==> src/rtl/comp_serial_if.sv <==
// comp_serial_if -- handshake and result bundle for the bit-serial comparator.
//   start, bit_valid, A, B : driven by the producer (master) toward comp_serial
//   busy, done, lt, gt, eq : registered status and verdict from comp_serial
// The master modport belongs to the producer/consumer, and the slave modport belongs to comp_serial.
interface comp_serial_if;
  logic start;
  logic bit_valid;
  logic A;
  logic B;
  logic busy;
  logic done;
  logic lt;
  logic gt;
  logic eq;

  modport master (
    output start, bit_valid, A, B,
    input  busy, done, lt, gt, eq
  );

  modport slave (
    input  start, bit_valid, A, B,
    output busy, done, lt, gt, eq
  );
endinterface

==> src/rtl/comp_serial.sv <==
// comp_serial -- bit-serial magnitude comparator of two WIDTH-bit operands.
// Each cycle with bit_valid high while busy consumes one bit of A and one bit of B.
// After WIDTH bits it strobes done for one cycle with exactly one of lt/gt/eq set.
// The verdict holds until the next accepted start.
//
// Ports:
//   clk    : rising-edge clock
//   rst_n  : asynchronous active-low reset
//   cmp    : comp_serial_if.slave
//            (start, bit_valid, A, B in; busy, done, lt, gt, eq out)
//
// Configuration macro: COMP_SERIAL_LSB_FIRST_EN
//   undefined : bits arrive MSB first, and the first differing bit locks the verdict
//   defined   : bits arrive LSB first, and the last differing bit wins
module comp_serial #(
  parameter int WIDTH = 8
) (
  input  logic          clk,
  input  logic          rst_n,
  comp_serial_if.slave  cmp
);

  localparam int            CW   = (WIDTH > 1) ? $clog2(WIDTH) : 1;
  localparam logic [CW-1:0] LAST = CW'(WIDTH - 1);

  typedef enum logic [1:0] {
    S_IDLE    = 2'd0,
    S_COMPARE = 2'd1,
    S_DONE    = 2'd2
  } state_e;

  state_e        state_q, state_d;
  logic [CW-1:0] cnt_q, cnt_d;
  logic          decided_q, decided_d;   // a differing bit has been seen
  logic          sign_q, sign_d;         // 1: A was the larger at the deciding bit
  logic          busy_q, busy_d;
  logic          done_q, done_d;
  logic          lt_q, lt_d;
  logic          gt_q, gt_d;
  logic          eq_q, eq_d;

  logic          take_start_s;
  logic          take_bit_s;
  logic          last_bit_s;
  logic          diff_s;

  // Start is accepted only outside COMPARE; that cycle never samples A/B.
  assign take_start_s = (state_q != S_COMPARE) && cmp.start;
  assign take_bit_s   = (state_q == S_COMPARE) && cmp.bit_valid;
  assign last_bit_s   = take_bit_s && (cnt_q == LAST);
  assign diff_s       = cmp.A ^ cmp.B;

  // State register.
  always_ff @(posedge clk or negedge rst_n) begin
    if (!rst_n) begin
      state_q <= S_IDLE;
    end else begin
      state_q <= state_d;
    end
  end

  // Next-state logic.
  always_comb begin
    state_d = state_q;
    case (state_q)
      S_IDLE: begin
        if (cmp.start) state_d = S_COMPARE;
        else           state_d = S_IDLE;
      end
      S_COMPARE: begin
        if (last_bit_s) state_d = S_DONE;
        else            state_d = S_COMPARE;
      end
      S_DONE: begin
        if (cmp.start) state_d = S_COMPARE;
        else           state_d = S_IDLE;
      end
      default: state_d = S_IDLE;
    endcase
  end

  // Output and datapath next values.
  // busy/done are derived from the next state so they stay registered outputs.
  always_comb begin
    cnt_d     = cnt_q;
    decided_d = decided_q;
    sign_d    = sign_q;
    lt_d      = lt_q;
    gt_d      = gt_q;
    eq_d      = eq_q;
    busy_d    = (state_d == S_COMPARE);
    done_d    = (state_d == S_DONE);

    if (take_start_s) begin
      cnt_d     = '0;
      decided_d = 1'b0;
      sign_d    = 1'b0;
      lt_d      = 1'b0;
      gt_d      = 1'b0;
      eq_d      = 1'b0;
    end else if (take_bit_s) begin
`ifdef COMP_SERIAL_LSB_FIRST_EN
      // LSB first: a later difference is more significant, so it overwrites.
      if (diff_s) begin
        decided_d = 1'b1;
        sign_d    = cmp.A;
      end else begin
        decided_d = decided_q;
      end
`else
      // MSB first: the first difference decides, and later bits are only counted.
      if (diff_s && !decided_q) begin
        decided_d = 1'b1;
        sign_d    = cmp.A;
      end else begin
        decided_d = decided_q;
      end
`endif
      if (last_bit_s) begin
        // Counter is left at WIDTH-1; it is cleared by the next start.
        lt_d = decided_d && !sign_d;
        gt_d = decided_d && sign_d;
        eq_d = !decided_d;
      end else begin
        cnt_d = cnt_q + {{(CW-1){1'b0}}, 1'b1};
      end
    end else begin
      cnt_d = cnt_q;
    end
  end

  // Datapath and output registers.
  always_ff @(posedge clk or negedge rst_n) begin
    if (!rst_n) begin
      cnt_q     <= '0;
      decided_q <= 1'b0;
      sign_q    <= 1'b0;
      busy_q    <= 1'b0;
      done_q    <= 1'b0;
      lt_q      <= 1'b0;
      gt_q      <= 1'b0;
      eq_q      <= 1'b0;
    end else begin
      cnt_q     <= cnt_d;
      decided_q <= decided_d;
      sign_q    <= sign_d;
      busy_q    <= busy_d;
      done_q    <= done_d;
      lt_q      <= lt_d;
      gt_q      <= gt_d;
      eq_q      <= eq_d;
    end
  end

  assign cmp.busy = busy_q;
  assign cmp.done = done_q;
  assign cmp.lt   = lt_q;
  assign cmp.gt   = gt_q;
  assign cmp.eq   = eq_q;

endmodule

==> src/flat_wrapper.sv <==
// flat-port wrapper written by rule: the top's interface ports become plain ports
module comp_serial_flat 
#(
  parameter int WIDTH = 8
)
  (clk, rst_n, cmp_start, cmp_bit_valid, cmp_A, cmp_B, cmp_busy, cmp_done, cmp_lt, cmp_gt, cmp_eq);
  comp_serial_if cmp_i ();
  input  logic clk;
  input  logic rst_n;
  input wire logic [$bits(cmp_i.start)-1:0] cmp_start;
  input wire logic [$bits(cmp_i.bit_valid)-1:0] cmp_bit_valid;
  input wire logic [$bits(cmp_i.A)-1:0] cmp_A;
  input wire logic [$bits(cmp_i.B)-1:0] cmp_B;
  output wire logic [$bits(cmp_i.busy)-1:0] cmp_busy;
  output wire logic [$bits(cmp_i.done)-1:0] cmp_done;
  output wire logic [$bits(cmp_i.lt)-1:0] cmp_lt;
  output wire logic [$bits(cmp_i.gt)-1:0] cmp_gt;
  output wire logic [$bits(cmp_i.eq)-1:0] cmp_eq;
  assign cmp_i.start = cmp_start;
  assign cmp_i.bit_valid = cmp_bit_valid;
  assign cmp_i.A = cmp_A;
  assign cmp_i.B = cmp_B;
  assign cmp_busy = cmp_i.busy;
  assign cmp_done = cmp_i.done;
  assign cmp_lt = cmp_i.lt;
  assign cmp_gt = cmp_i.gt;
  assign cmp_eq = cmp_i.eq;
  comp_serial #(.WIDTH(WIDTH)) u_core (.clk(clk), .rst_n(rst_n), .cmp(cmp_i));
endmodule
==> config.mk <==
export PLATFORM = sky130hd
export DESIGN_NAME = comp_serial_flat
export DESIGN_NICKNAME = d
export VERILOG_FILES = /design/src/rtl/comp_serial_if.sv /design/src/rtl/comp_serial.sv /design/src/flat_wrapper.sv
export SDC_FILE = /design/constraint.sdc
export NUM_CORES = 1
export LEC_CHECK = 0
export BUFFER_PORTS_ARGS = -buffer_cell sky130_fd_sc_hd__buf_2
export CAP_MARGIN = 20
export CORE_AREA = 2 2 39 41
export CTS_CLUSTER_DIAMETER = 30
export DETAILED_ROUTE_END_ITERATION = 6
export DIE_AREA = 0 0 41 43
export PLACE_DENSITY_LB_ADDON = 0.05
export SKIP_LAST_GASP = 1
export SLEW_MARGIN = 20
export SYNTH_ARGS = -nofsm -noshare
export SYNTH_HDL_FRONTEND = slang
export SYNTH_SLANG_ARGS = --single-unit
==> constraint.sdc <==
create_clock -name clk -period 3.7 [get_ports clk]
set_input_delay 0.74 -clock clk [delete_from_list [all_inputs] [get_ports clk]]
set_output_delay 0.74 -clock clk [all_outputs]
set_load 0.05 [all_outputs]
# Word level (Yosys, flattened, before mapping)

Cells that the tools add are included.

Add/sub/neg operators: 1
Equal/unequal tests: 7
Muxes and demuxes: 25
Bitwise gates (word level): 1
Reductions and logical operators: 15

Operator list:

| kind                  | count |
|---|---|
| $mux W1               | 20 |
| $mux W3               | 3 |
| $logic_and A1 B1 Y1   | 6 |
| $eq A2 B1 Y1 const B  | 2 |
| $eq A2 B2 Y1 const B  | 2 |
| $ne A2 B1 Y1 const B  | 2 |
| $pmux W2 S2           | 1 |
| $reduce_and A2 Y1     | 2 |
| $reduce_bool A2 Y1    | 2 |
| $add A3 B1 Y3 const B | 1 |
| $eq A3 B3 Y1 const B  | 1 |
| $logic_not A1 Y1      | 3 |
| $logic_not A2 Y1      | 1 |
| $mux W2               | 1 |
| $reduce_or A2 Y1      | 1 |
| $xor A1 B1 Y1         | 1 |

Bits in registers: 12
Input bits: 6
Output and inout port bits: 5

# Logic depth before layout (Yosys ltp)

Gate-level depths: netlist of run 1.

Word-level depth: 10
Mapped depth: 6
Depth with buffers taken out: 5

# Worst setup path after synthesis of run 1

No wires, ideal clock.

Path type: register to register
Start point: reg u_core.cnt_q[0]
End point: reg u_core.cnt_q[1]
Library setup time: 0.123 ns
Arrival time: 1.319 ns
Data required time: 3.577 ns
Path slack: 2.258 ns
Cell stages (with the launch flop): 6
Buffers on the path: 0
Period minus slack after synthesis: 1.442 ns
Path through: dfrtp_1 ha_1 ha_1 and4bb_1 mux2i_1 nor2_1

Longest elaborated chain between the ends: 4
Elaborated cells between the ends (all ways): 8
Those cells by class: 1 x add/sub; 2 x eq/ne; 3 x mux; 2 x reduce/logical

Ends and longest elaborated chain:

| item                                           | RTL line                              | source |
|---|---|---|
| from (decl)                                    | comp_serial.sv:33                     | `logic [CW-1:0] cnt_q, cnt_d;` |
| from (signal assigned)                         | comp_serial.sv:144                    | `cnt_q <= cnt_d;` |
| $add A3 B1 Y3 or $eq A3 B3 Y1 (tied branches)  | comp_serial.sv:125, comp_serial.sv:50 |  |
| $mux W3 or $logic_and A1 B1 Y1 (tied branches) | comp_serial.sv:119, comp_serial.sv:50 |  |
| $mux W3 or $ne A2 B1 Y1 (tied branches)        | --                                    |  |
| $mux W3 or $reduce_and A2 Y1 (tied branches)   | --                                    |  |

Several ways; a longest one is shown, not always the timed one. The select of a mux whose other input is x is not followed.
A chain may end at the register's enable or synchronous reset.

# Final worst setup path of run 1

Start point: reg u_core.lt_q, in the netlist u_core.cmp.lt
End point: out cmp_lt

RTL lines:

| item                   | RTL line           | source |
|---|---|---|
| from (decl)            | comp_serial.sv:38  | `logic lt_q, lt_d;` |
| from (signal assigned) | comp_serial.sv:149 | `lt_q <= lt_d;` |
| to (decl)              | flat_wrapper.sv:16 | `output wire logic [$bits(cmp_i.lt)-1:0] cmp_lt;` |

No word-level cell between the ends.

==> results of run 1 <==
-- placed cells by master (no fill, tap or decap), drive strengths merged, types with 2 or more instances in the layout --
cell    instances
dfrtp          12
and4b           2
buf            10
clkbuf          4
ha              2
a21oi           3
mux2i           4
nand2           2
nand2b          3
nor2            5
o21ai           4
a22o            3
-- state kept, by name, indices dropped and copies added (netlist names) --
signal            cells
u_core.cmp.done       1
u_core.cmp.lt         1
u_core.decided_q      1
u_core.cmp.eq         1
u_core.cnt_q          3
u_core.sign_q         1
u_core.state_q        2
u_core.cmp.gt         1
u_core.cmp.busy       1
-- stage by stage --
step,instance area (sq um),hold WS (ns),std cells
global placement,639,0.479,76
CTS,676,0.328,80
detailed placement,639,0.479,76
global route,676,0.335,80
floorplan,581,0.444,51
finish,676,0.321,80
-- cells by family after synthesis --
group / synth area share (%)
xor+xnor: 1.51
compound gates: 14.9
mux: 6.90
buf+inv: 2.59
simple gates: 18.1
fa+ha+maj: 4.31
flops: 51.7
-- power breakdown --
| group | switching (uW) | internal, uW |
|---|---|---|
| Combinational | 124 | 77.1 |
| Sequential | 37.1 | 176 |
| Clock | 47.1 | 59.9 |
| Total | 209 | 314 |
-- metal layers --
metal  up-vias  wire (um)  global-route usage, %
li1        209          -                      -
met1       184        500                   20.5
met2        12        440                   19.4
met3         4         73                   6.81
met4         0         26                   10.0
met5         -          0                      0
-- cell type report --
class                      instances  area share, %
tap                               16           2.96
timing repair buffer              10           7.41
sequential                        12           44.4
clock buffer                       4           5.37
multi-input combinational         37           39.3
inverter                           1          0.556
-- worst max-delay path by stage --
stage                          from               to  depth (start not counted)
finish                u_core.cmp.lt           cmp_lt                          1
global route          u_core.cmp.lt           cmp_lt                          1
CTS                   u_core.cmp.lt           cmp_lt                          1
detailed placement    cmp_bit_valid    u_core.cmp.gt                          4
global placement      cmp_bit_valid    u_core.cmp.eq                          4
floorplan           u_core.cnt_q[0]  u_core.cnt_q[1]                          5
==> metrics.txt, run 1 <==
status finished clean; most frequent cell after synthesis dfrtp_1; Seq/Total Area, Yosys 51.7%; worst slack at placement between 2 and 2.5 ns; Post-DRT Antenna Nets 0; min Tclk post-route around 1.7 ns; vias in the first global route slightly below 400; Fin Setup TNS 0 ns; slowest stage delay, CP around 0.36 ns; Clock Path Buffers 2; site row count 14; synthesis-stage register bit count 12; Mapped Area 581 sq um; Max-Cap Viols 0; Final #Nets 73; DIE WIDTH 41 um; Multi-input gate area approximately 270 sq um; Primary FF master, synth dfrtp_1; largest net degree at the start of global routing 13; root buf cell clkbuf_4; CTS Hold Bufs 0; Post-synth top cells dfrtp_1 (12), nor2_1 (5), mux2i_1 (4), o21ai_0 (4); Setup crit start kind flip-flop; antenna diode count 0; syn nets 59; CP Buf/Inv Count 1; Worst R2R Start u_core.cnt_q[0]; PostCTS Resize Cnt 0; first-pass GRT wire length 1700 um; leading area contributor after synthesis dfrtp_1; First-pass DRT Iterations 4; Post-Syn Instances 51; Clock transition at path regs 0.08 ns; fraction of layout cells with a size suffix above 1 23.4%; number of buffers created by CTS 3; Crit Path Max Fanout 2; initial antenna violation count 0; Tcrit/Tclk final 44.7%; FF-to-FF End u_core.cnt_q[2]; Top delay family on crit path flip-flops; RSZ-0062 raised after global routing false; P_leak roughly 0.00035 uW; CTS tree done; endpoints failing setup 0; IO buf count 10; die span in y 43 um; Mapped Avg Cell Area ~11 sq um; unique cell type count in the Yosys netlist 22; slew margin rel. between 80 and 90%; routed vias ~400; H-tree level count 1; share of the synthesized area in the top cell type 51.7%; area grow syn2layout 16.4%; Power Dens Cells 773 nW/um^2; Initial DRC Count 6; Worst EP required approximately 3 ns; post-route total power around 520 uW; R2R setup slack around 2.1 ns; Core ar. 1380 sq um; FFs w/ async S/R, synth 100%; Final Hold Viols 0; Starting Density 42.0%; Routed WL per cell about 13 um; Area contributors post-synth dfrtp_1 (52%), mux2i_1 (6.9%), a22o_1 (4.5%), ha_1 (4.3%), and4b_1 (3.4%); vias per inst 5.11; Die Area 1760 sq um; VDD IR max 371 uV; Hold Path Class in2async; later-pin clock latency in the skew report ~0.28 ns; Worst R2R Path Depth 5; CTS Sinks 12; Peak Freq 605 MHz; setup bufs post-CTS 0; slowest CP cell dfrtp_1; Post-synth EDFFs 0; measured slew at the worst slew-check pin 0.266 ns; FILL cells 130; clk_skew between 0.0007 and 0.0008 ns; total wire length approximately 1000 um; final worst setup slack 2.05 ns; fin. max-slew vios 0; Ys Warns 0; Crit path arrival time 0.91 ns; crit path capture type primary output; drt drc 0; gr ovfl total 0; num ports 11; WS Path Type reg2out; Final Util 48.8%; post-DP HPWL 782 um; global placer's final weighted congestion 0.719; Cell Chain, Critical Path buf_2; Tot GR Track Use 15.4%; register area 300 sq um
Note: power is estimated with default switching activity, not from simulation.
==> run 2: changes to the inputs <==
--- a/config.mk
+++ b/config.mk
@@ -5,6 +5,7 @@
 export SDC_FILE = /design/constraint.sdc
 export NUM_CORES = 1
 export LEC_CHECK = 0
+export ABC_AREA = 1
 export BUFFER_PORTS_ARGS = -buffer_cell sky130_fd_sc_hd__buf_2
 export CAP_MARGIN = 20
 export CORE_AREA = 2 2 39 41
==> constraint.sdc (replaced) <==
create_clock -name clk -period 1.52 [get_ports clk]
set_input_delay 0.304 -clock clk [delete_from_list [all_inputs] [get_ports clk]]
set_output_delay 0.304 -clock clk [all_outputs]
set_load 0.05 [all_outputs]
==> metrics.txt, run 2 <==
status finished clean; Post-DRT Antenna Nets 0; Fin Setup TNS 0 ns; VDD IR max 628 uV; vias in the first global route ~420; Hold Path Class in2reg; vias per inst between 4 and 5; IO buf count 10; Starting Density 41.0%; PostCTS Resize Cnt 0; DP Area 638 sq um; Reg with most FFs u_core.cnt_q; unique cell type count in the Yosys netlist 14; Crit path arrival time 1.46 ns; Cells after DPL 93; root buf cell clkbuf_4; Net Sw Frac 43.5%; RSZ-0062 raised after global routing false; Post-Syn Instances 67; Clock Path Buffers 2; slew margin rel. 81.7%; Final #Nets 91; fraction of layout cells with a size suffix above 1 approximately a quarter; max reg flops 3; later-pin clock latency in the skew report 0.26 ns; Initial DRC Count 2; final cell count without fillers just under 100; Mapped Avg Cell Area about 8.5 sq um; H-tree level count 1; most common cell after layout, fill and taps aside nand2_1; Post-synth top cells nand2_1 (22), dfrtp_1 (12), inv_1 (8); net switching power 527 uW; area grow syn2layout 18.1%; min Tclk post-route 1.31 ns; Die Area 1760 sq um; post-DP HPWL 778 um; syn nets 75; Area contributors post-synth dfrtp_1 (53%), nand2_1 (15%), nand3_1 (6.2%), inv_1 (5.3%), ha_1 (4.4%); Ys Warns 0; register area between 300 and 400 sq um; Seq pwr share 41.0%; Post-synth EDFFs 0; Crit Path Max Fanout 7; P_int roughly 680 uW; Primary FF master, synth dfrtp_1; site row count 14; post-route total power 1210 uW; measured slew at the worst slew-check pin 0.274 ns; Tot GR Track Use 15.3%; First-pass DRT Iterations 2; synthesis-stage register bit count 12; Mapped Area 568 sq um; gr ovfl total 0; Max-Cap Viols 0; most frequent cells in the layout nand2_1 (22), dfrtp_1 (12), buf_2 (10); combinational power share 43.6%; CTS Sinks 12; clk_skew 0.000792 ns; leading area contributor after synthesis dfrtp_1; Tcrit/Tclk final 85.9%; share of the synthesized area in the top cell type 52.9%; Multi-input gate area 230 sq um; CTS tree done; WS Path Type reg2reg; P_leak 0.000388 uW; Peak Freq 766 MHz; most frequent cell after synthesis nand2_1; Setup crit start kind flip-flop; Clk pwr share 15.5%; Routed WL per cell 10.4 um; design area 671 sq um; endpoints failing setup 0; Core ar. 1380 sq um; Power Dens Cells 1810 nW/um^2; DIE WIDTH 41 um; first-pass GRT wire length 1800 um; FFs w/ async S/R, synth 100%; Worst EP required 1.68 ns; Seq/Total Area, Yosys 52.9%; global placer's final weighted congestion approximately 0.62; Clock transition at path regs 0.07 ns; num ports 11; total wire length 1010 um; number of buffers created by CTS 3; drt drc 0; initial antenna violation count 0; largest net degree at the start of global routing 13; routed vias 444; FILL cells 138; Final Hold Viols 0; crit path capture type flip-flop; antenna diode count 0; fin. max-slew vios 0; die span in y 43 um; biggest regs u_core.cnt_q x3, u_core.state_q x2
[run 2: cell count changes in the layout (fill, tap and decap cells not counted), moves of 2 or more]
| cell | change |
|---|---|
| a22o_1 | -3 |
| nand2b_1 | -3 |
| nand2_1 | +20 |
| and4b_1 | -2 |
| o21ai_0 | -2 |
| inv_1 | +7 |
| nand2_2 | +2 |
| mux2i_1 | -4 |
| nand3_1 | +7 |
[run 2: area by class of cell]
type / count / area share, %
multi-input cells: 45 / 34.3
repair buffers: 11 / 8.96
well taps: 16 / 2.99
inverters: 10 / 5.60
clock buffers: 3 / 3.36
flip-flops and latches: 12 / 44.8
[run 2: per-stage QoR]
step / utilization (%) / hold slack (ns) / setup slack [ns]
floorplan: - / 0.00841 / 0.295
global placement: 46.1 / 0.202 / 0.241
detailed placement: 46.1 / 0.202 / 0.214
CTS: 48.5 / 0.322 / 0.196
global route: 48.5 / 0.352 / 0.0973
finish: 48.5 / 0.326 / 0.215
[run 2: per-layer routing]
metal  vias up  share of wire [%]  GRT usage (%)
met5         -                  0              0
li1        238                  -              -
met2         7                 47           21.3
met1       197                 48           20.7
met3         2                4.1           3.14
met4         0               0.89           10.0
[run 2: cells by family after synthesis]
| kind of cell | after synthesis | synth area share [%] |
|---|---|---|
| buffers and inverters | 10 | 6.61 |
| AO/OA/AOI/OAI | 5 | 4.40 |
| adder cells (fa/ha/maj) | 2 | 4.40 |
| AND/OR/NAND/NOR | 38 | 31.7 |
| flip-flops | 12 | 52.9 |
[run 2: path summary, 6_finish.rpt]
kind / start / end / slack [ns] / depth (start not counted)
max: u_core.cnt_q[0] / u_core.cmp.eq / 0.21 / 6
min: cmp_start / u_core.state_q[0] / 0.33 / 3
max reg2reg: u_core.cnt_q[0] / u_core.cmp.eq / 0.21 / 6
min reg2reg: u_core.cnt_q[2] / u_core.cnt_q[2] / 0.49 / 2
max in group asynchronous: rst_n / u_core.state_q[0] / 0.87 / 2
min in group asynchronous: rst_n / u_core.cnt_q[2] / 0.44 / 2
[run 2: worst max-delay path: stages (launching register included)]
cell and delay [ns]:
dfrtp_1 0.40, ha_1 0.20, ha_1 0.23, nand3_4 0.13, clkinv_1 0.12, nand2_1 0.07, nand2_1 0.05
[run 2: power by group through the flow]
stage	Combinational [uW]	Sequential, uW	Clock, uW
2_1_floorplan	294	617	0
3_3_place_gp	529	503	0
3_5_place_dp	529	504	0
4_1_cts	534	497	193
5_1_grt	599	512	204
6_report	527	496	187
[run 2: what timing repair did]
item / 4_1_cts / 5_1_grt
hold endpoints to repair: 12 / 0
hold buffers: 1 / 0
buffers inserted: 0 / 0
setup endpoints to repair: 0 / 0
==> run 3: changes to the inputs <==
--- a/config.mk
+++ b/config.mk
@@ -13,6 +13,7 @@
 export DETAILED_ROUTE_END_ITERATION = 6
 export DIE_AREA = 0 0 41 43
 export PLACE_DENSITY_LB_ADDON = 0.05
+export RECOVER_POWER = 25
 export SKIP_LAST_GASP = 1
 export SLEW_MARGIN = 20
 export SYNTH_ARGS = -nofsm -noshare
==> metrics.txt, run 3 (synthesized netlist as in run 2, its figures left out) <==
drt drc 0; Reg with most FFs u_core.cnt_q; Clock Path Buffers 2; Starting Density between 40 and 50%; Die Area 1760 sq um; area grow syn2layout 17.8%; number of buffers created by CTS 3; First-pass DRT Iterations 2; antenna diode count 0; Cells after DPL 93; worst slack at placement 0.214 ns; Crit path arrival time 1.46 ns; die span in y 43 um; Max-Cap Viols 0; P_leak 0.000386 uW; endpoints failing setup 0; Hold Path Class in2reg; first-pass GRT wire length 1800 um; Multi-input gate area 230 sq um; Min Hold Slack 0.326 ns; max reg flops 3; CTS tree done; Final #Nets 91; site row count 14; Final Util between 40% and 50%; DIE WIDTH ~40 um; vias in the first global route 421; Routed WL per cell 10.4 um; fraction of layout cells with a size suffix above 1 22.2%; Initial DRC Count 2; IO buf count 10; most frequent cells in the layout nand2_1 (22), dfrtp_1 (12), buf_2 (9); Post-DRT Antenna Nets 0; root buf cell clkbuf_4; Clock transition at path regs 0.07 ns; biggest regs u_core.cnt_q x3, u_core.state_q x2; final worst setup slack 0.214 ns; global placer's final weighted congestion roughly 0.62; Worst EP required 1.68 ns; gr ovfl total 0; status finished clean; slew margin rel. 56.2%; CTS Sinks 12; VDD IR max roughly 630 uV; Core ar. 1380 sq um; Fin Setup TNS 0 ns; Tcrit/Tclk final 85.9%; Setup crit start kind flip-flop; Tot GR Track Use 15.3%; routed vias 441; largest net degree at the start of global routing 13; Final Hold Viols 0; total wire length roughly 1000 um; num ports 11; vias per inst 4.55; clk_skew 0.000709 ns; register area approximately 300 sq um; measured slew at the worst slew-check pin ~0.66 ns; Power Dens Cells about 1800 nW/um^2; later-pin clock latency in the skew report ~0.26 ns; Crit Path Max Fanout 7; most common cell after layout, fill and taps aside nand2_1; WS Path Type reg2reg; RSZ-0062 raised after global routing false; fin. max-slew vios 0; Peak Freq roughly 770 MHz; FILL cells 138; min Tclk post-route between 1 and 1.5 ns; initial antenna violation count 0; post-DP HPWL 778 um; final cell count without fillers 97; crit path capture type flip-flop; H-tree level count 1
run 3: changes by cell type in the layout (fill, tap and decap cells not counted), sizes merged:
| cell | change |
|---|---|
| clkbuf | +1 |
| buf | -1 |
run 3: area by class of cell:
type                       count  area share (%)
inverter                      10            5.61
timing repair buffer          11            8.79
tap                           16            2.99
clock buffer                   3            3.36
sequential                    12            44.9
multi-input combinational     45            34.4
run 3: critical path: stages (launching register included):
cell and delay, ns:
dfrtp_1 0.40, ha_1 0.20, ha_1 0.23, nand3_4 0.13, clkinv_1 0.12, nand2_1 0.07
nand2_1 0.05
run 3: layer usage:
metal | vias up | wire length (um) | global-route usage, %
met5 | - | 0 | 0
met4 | 0 | 9 | 10.0
met3 | 2 | 45 | 3.14
met2 | 7 | 460 | 21.3
met1 | 194 | 492 | 20.7
li1 | 238 | - | -
run 3: repair_timing:
| action | 4_1_cts | 5_1_grt |
|---|---|---|
| setup endpoints to repair | 0 | 0 |
| hold endpoints to repair | 12 | 0 |
| hold buffers | 1 | 0 |
| buffers inserted | 0 | 0 |
| resized for setup | 0 | 0 |
run 3: path summary, 6_finish.rpt:
| kind | startpoint | end | slack (ns) | cells past startpoint |
|---|---|---|---|---|
| worst min register to register | u_core.cnt_q[2] | u_core.cnt_q[2] | 0.49 | 2 |
| worst min-delay path | cmp_start | u_core.state_q[0] | 0.33 | 3 |
| worst max-delay path | u_core.cnt_q[0] | u_core.cmp.eq | 0.21 | 6 |
| min in group asynchronous | rst_n | u_core.cmp.busy | 0.58 | 2 |
| max in group asynchronous | rst_n | u_core.state_q[0] | 0.53 | 2 |
| worst max register to register | u_core.cnt_q[0] | u_core.cmp.eq | 0.21 | 6 |
run 3: through the flow:
step / total power (uW) / instance area (sq um)
floorplan: 912 / 568
global placement: 1030 / 638
detailed placement: 1030 / 638
global route: 1310 / 669
finish: 1210 / 669
CTS: 1220 / 671
run 3: where the power goes:
group	total (uW)	internal (uW)	switching, uW
clock	187	91.4	95.7
sequential	497	433	63.6
combinational	527	159	368
